==> src/rtl/pipe_reg_skid.sv <==
// Two-entry skid pipeline register: valid/ready handshake with fully registered in_ready.
// Define PIPE_REG_SKID_CNT_EN to add the xfer_cnt pop counter output.
//
// state    | meaning
// ---------+----------------------------------------------
// ST_EMPTY | neither main nor skid holds a word
// ST_ONE   | main holds the head word, skid empty
// ST_FULL  | main holds the head word, skid holds the next
module pipe_reg_skid #(
  parameter int              WIDTH     = 16,
  parameter logic [WIDTH-1:0] RESET_VAL = {WIDTH{1'b0}}
) (
  input  logic             clk_n,
  input  logic             rst,
  input  logic             clk_en,
  input  logic             flush,
  input  logic             in_valid,
  output logic             in_ready,
  input  logic [WIDTH-1:0] in_data,
  output logic             out_valid,
  input  logic             out_ready,
  output logic [WIDTH-1:0] out_data
`ifdef PIPE_REG_SKID_CNT_EN
  ,
  output logic [15:0]      xfer_cnt
`endif
);

  // Bit 0 is main_valid, bit 1 is skid_valid, so out_valid comes straight off a flop.
  localparam logic [1:0] ST_EMPTY = 2'b00;
  localparam logic [1:0] ST_ONE   = 2'b01;
  localparam logic [1:0] ST_FULL  = 2'b11;

  logic [1:0]       state;
  logic [1:0]       state_nxt;
  logic             in_ready_q;
  logic [WIDTH-1:0] main_q;
  logic [WIDTH-1:0] skid_q;
  logic             accept;
  logic             pop;
  logic             main_ld;
  logic             main_from_skid;
  logic             skid_ld;

  assign out_valid = state[0];
  assign in_ready  = in_ready_q;
  assign out_data  = main_q;

  assign accept = clk_en & in_valid & in_ready_q;
  assign pop    = clk_en & state[0] & out_ready;

  always_comb begin
    state_nxt      = state;
    main_ld        = 1'b0;
    main_from_skid = 1'b0;
    skid_ld        = 1'b0;
    case (state)
      ST_EMPTY: begin
        if (accept) begin
          state_nxt = ST_ONE;
          main_ld   = 1'b1;
        end
      end
      ST_ONE: begin
        if (accept && pop) begin
          main_ld = 1'b1;
        end else if (accept) begin
          state_nxt = ST_FULL;
          skid_ld   = 1'b1;
        end else if (pop) begin
          state_nxt = ST_EMPTY;
        end
      end
      ST_FULL: begin
        if (pop) begin
          state_nxt      = ST_ONE;
          main_from_skid = 1'b1;
        end
      end
      default: state_nxt = ST_EMPTY;
    endcase
  end

  always_ff @(negedge clk_n or posedge rst) begin
    if (rst) begin
      state      <= ST_EMPTY;
      in_ready_q <= 1'b1;
      main_q     <= RESET_VAL;
      skid_q     <= RESET_VAL;
    end else if (flush) begin
      state      <= ST_EMPTY;
      in_ready_q <= 1'b1;
      main_q     <= RESET_VAL;
      skid_q     <= RESET_VAL;
    end else begin
      state      <= state_nxt;
      in_ready_q <= ~state_nxt[1];
      if (main_ld) begin
        main_q <= in_data;
      end else if (main_from_skid) begin
        main_q <= skid_q;
      end
      if (skid_ld) begin
        skid_q <= in_data;
      end
    end
  end

`ifdef PIPE_REG_SKID_CNT_EN
  always_ff @(negedge clk_n or posedge rst) begin
    if (rst) begin
      xfer_cnt <= 16'h0000;
    end else if (flush) begin
      xfer_cnt <= 16'h0000;
    end else if (pop) begin
      xfer_cnt <= xfer_cnt + 16'h0001;
    end
  end
`endif

endmodule

==> config.mk <==
export PLATFORM = sky130hd
export DESIGN_NAME = pipe_reg_skid
export DESIGN_NICKNAME = d
export VERILOG_FILES = /design/src/rtl/pipe_reg_skid.sv
export SDC_FILE = /design/constraint.sdc
export NUM_CORES = 1
export LEC_CHECK = 0
export CAP_MARGIN = 20
export CELL_PAD_IN_SITES_DETAIL_PLACEMENT = 2
export CELL_PAD_IN_SITES_GLOBAL_PLACEMENT = 2
export CORE_MARGIN = 5
export CORE_UTILIZATION = 32
export CTS_CLUSTER_DIAMETER = 30
export CTS_CLUSTER_SIZE = 28
export DETAILED_ROUTE_END_ITERATION = 16
export PLACE_DENSITY = 0.75
export SYNTH_ARGS = -nofsm -noshare
export SYNTH_HDL_FRONTEND = slang
export SYNTH_SLANG_ARGS = --single-unit
==> constraint.sdc <==
create_clock -name clk_n -period 1.7 [get_ports clk_n]
set_input_delay 0.17 -clock clk_n [delete_from_list [all_inputs] [get_ports clk_n]]
set_output_delay 0.17 -clock clk_n [all_outputs]
set_load 0.02 [all_outputs]
==> impl_metrics.yaml <==
yosys:
  yosys_warnings: 0
  synth_top_family_by_area: "multiplexers"
  postSynth.asyncResetShare_pct: 100.0
  synth-compound-area-share_pct: 10.98
  synthTopCellsByCount: "dfrtn_1, mux2i_1, nand2b_1"
  ys_ff_latch: 35
  synth_area_leaders: "dfrtn_1, mux2i_1, nand2b_1"
  muxShareOfSynthArea_pct: 18.25
  synth-simple-area-share_pct: 14.90
  synth_fa_ha_area_share_pct: 0
  synth_edf_count: 0
  avgSynthCellArea_sq_um: 12.45
  yosysTopAreaCell: "dfrtn_1"
  synthDistinctLibCells: 22
  syn-num-nets: 163
  netlist_area_sq_mm: 0.001755
  yosysSeqAreaShare_pct: 49.96
  postSynthCellCount: 141
  yosysMostFrequentCell: "dfrtn_1"
  synth-main-ff-cell: "dfrtn_1"
  synth_top_area_share_pct: 48.47
  synth_xor_area_share_pct: 0
run:
  maxCapViolCount: 0
worst_setup_path:
  crit_family: "flip-flops"
  worstPathRequired_ps: 1530
  cp_cell_sequence: "buf_6"
  crit_slowest_cell: "dfstp_2"
  timing.critical_path.buf_inv: 1
  max_stage_delay_ps: 530
  path_class: "reg2out"
  crit_arrival_ps: 1840
  setup.worst_path.start_class: "register"
  reg2reg_slack_ps: 130
  critPathCaptureType: "output port"
  path_max_fanout: 2
floorplanning:
  core_area_sq_mm: 0.005405
  start_util_pct: 32.48
  dieArea_sq_mm: 0.007067
  io_pins: 40
  die_w_microns: 84.07
  rows: 27
  die_y_microns: 84.07
grt:
  grt_pass1_vias: 1690
  grt_pass1_wl_microns: 9542
  grt_overflow_total: 0
  grt_max_degree: 27
  grt_use_total_pct: 17.32
  antenna_found_initial: 0
timing:
  fin_worst_skew_ps: 53.06
  worst_pin_slew_ps: 250.7
  slew_headroom_pct: 83.28
  setup_ws_ps: -310.2
  rsz0062_at_grt: "true"
  setup_viol: 19
  hold_viol_final: 0
  whs_ps: 519.2
  drv_slew: 0
status:
  violations: "setup timing"
  status: "complete, but fails checks"
place:
  placed_cells: 265
  post-dp-hpwl_microns: 3955
  place_congestion: 0.8406
  place_ws_ps: -850.9
  port_buffers: 39
clock_network:
  cts.clk_slew.worst_paths_ps: 50
  clk_latency_ps: 340
  tritoncts: "built"
  h-tree-depth: 2
  clkSinkCount: 35
  cts-buffers-inserted: 5
  holdBufCountCts: 0
  cts-root-buf: "clkbuf_8"
  cts_buffer_depth: 2
route:
  ant_nets: 0
  vias: 1492
  drc: 0
  routed_via_density: 5.058
  wl_per_cell_microns: 20.92
  drtIter0Drc: 52
  routed_wl_microns: 6172
  drt_pass1_iterations: 3
power:
  power_density_mw_per_mm2: 696.5
  p_total_uw: 1894
  leakagePower_uw: 0.001249
  ir_drop_v: 0.0003386
layout:
  final_nets: 244
  drive_gt1_share_pct: 38.57
  utilization_pct: 50.30
  stdcell_count: 295
  diodes: 0
  area_delta_synth_final_pct: 54.88
min_path:
  hold_class: "reg2reg"
==> registers in the layout, summed over array words and instances (netlist names) <==
name,cells
in_ready,1
out_data,16
skid_q,16
state,2
==> power breakdown <==
| group | switching (uW) | total, uW | internal, uW |
|---|---|---|---|
| Sequential | 20.5 | 885 | 865 |
| Clock | 305 | 633 | 328 |
| Combinational | 169 | 376 | 207 |
| Total | 494 | 1890 | 1400 |
==> routing by layer <==
metal,track usage [%],up-vias,share of wire [%]
met5,0,-,0
met4,3.655,0,1.1
met3,4.541,8,3.7
met2,31.56,35,53
met1,20.22,779,43
li1,-,670,-
==> worst paths after layout <==
| check | from | to | cells after the start |
|---|---|---|---|
| max | in_ready | in_ready | 1 |
| min | skid_q[11] | skid_q[11] | 2 |
| max reg2reg | in_ready | skid_q[14] | 5 |
| min reg2reg | skid_q[11] | skid_q[11] | 2 |
| max in group asynchronous | rst | skid_q[9] | 3 |
| min in group asynchronous | rst | state[0] | 2 |
==> kinds of logic after synthesis <==
family,count (synthesis)
AO/OA/AOI/OAI,21
AND/OR/NAND/NOR,38
buffers and inverters,15
multiplexers,32
flip-flops,35
==> per-stage QoR <==
| stage | cell area [sq um] | TNS [ps] |
|---|---|---|
| floorplan | 1774 | -2877 |
| global placement | 2379 | -30160 |
| detailed placement | 2379 | -33240 |
| CTS | 2595 | -3343 |
| global route | 2719 | -4400 |
| finish | 2719 | -3288 |
==> area by class of cell <==
| cell class | instances | area, sq um |
|---|---|---|
| fill | 552 | 2686 |
| multi-input combinational | 92 | 825.8 |
| inverter | 3 | 15.01 |
| clock buffer | 7 | 86.33 |
| sequential | 35 | 877.1 |
| timing repair buffer | 84 | 817.0 |
| clock inverter | 2 | 7.507 |
| tap | 72 | 90.09 |
==> timing repair <==
| item | in CTS | in global routing |
|---|---|---|
| resized for setup | 135 | 9 |
| cloned | 1 | 0 |
| setup buffers | 11 | 11 |
| setup endpoints to repair | 53 | 49 |
| pin swaps | 3 | 2 |
==> layout by cell type (no fill, tap or decap) <==
cell type	instances
a21oi_1	1
a21oi_4	1
a32oi_1	12
a32oi_2	4
a41oi_2	1
and3_2	1
and3_4	2
buf_12	4
buf_4	38
buf_6	23
buf_8	1
clkbuf_1	1
clkbuf_4	1
clkbuf_8	6
clkdlybuf4s50_1	17
clkinv_1	1
clkinvlp_4	1
dfrtn_1	34
dfstp_2	1
inv_1	3
mux2i_1	32
nand2_1	1
nand2b_1	32
nand4b_4	1
nor2b_1	1
nor3b_4	1
o211a_1	1
o21ai_0	1
Power figures use the tool's default switching activity.
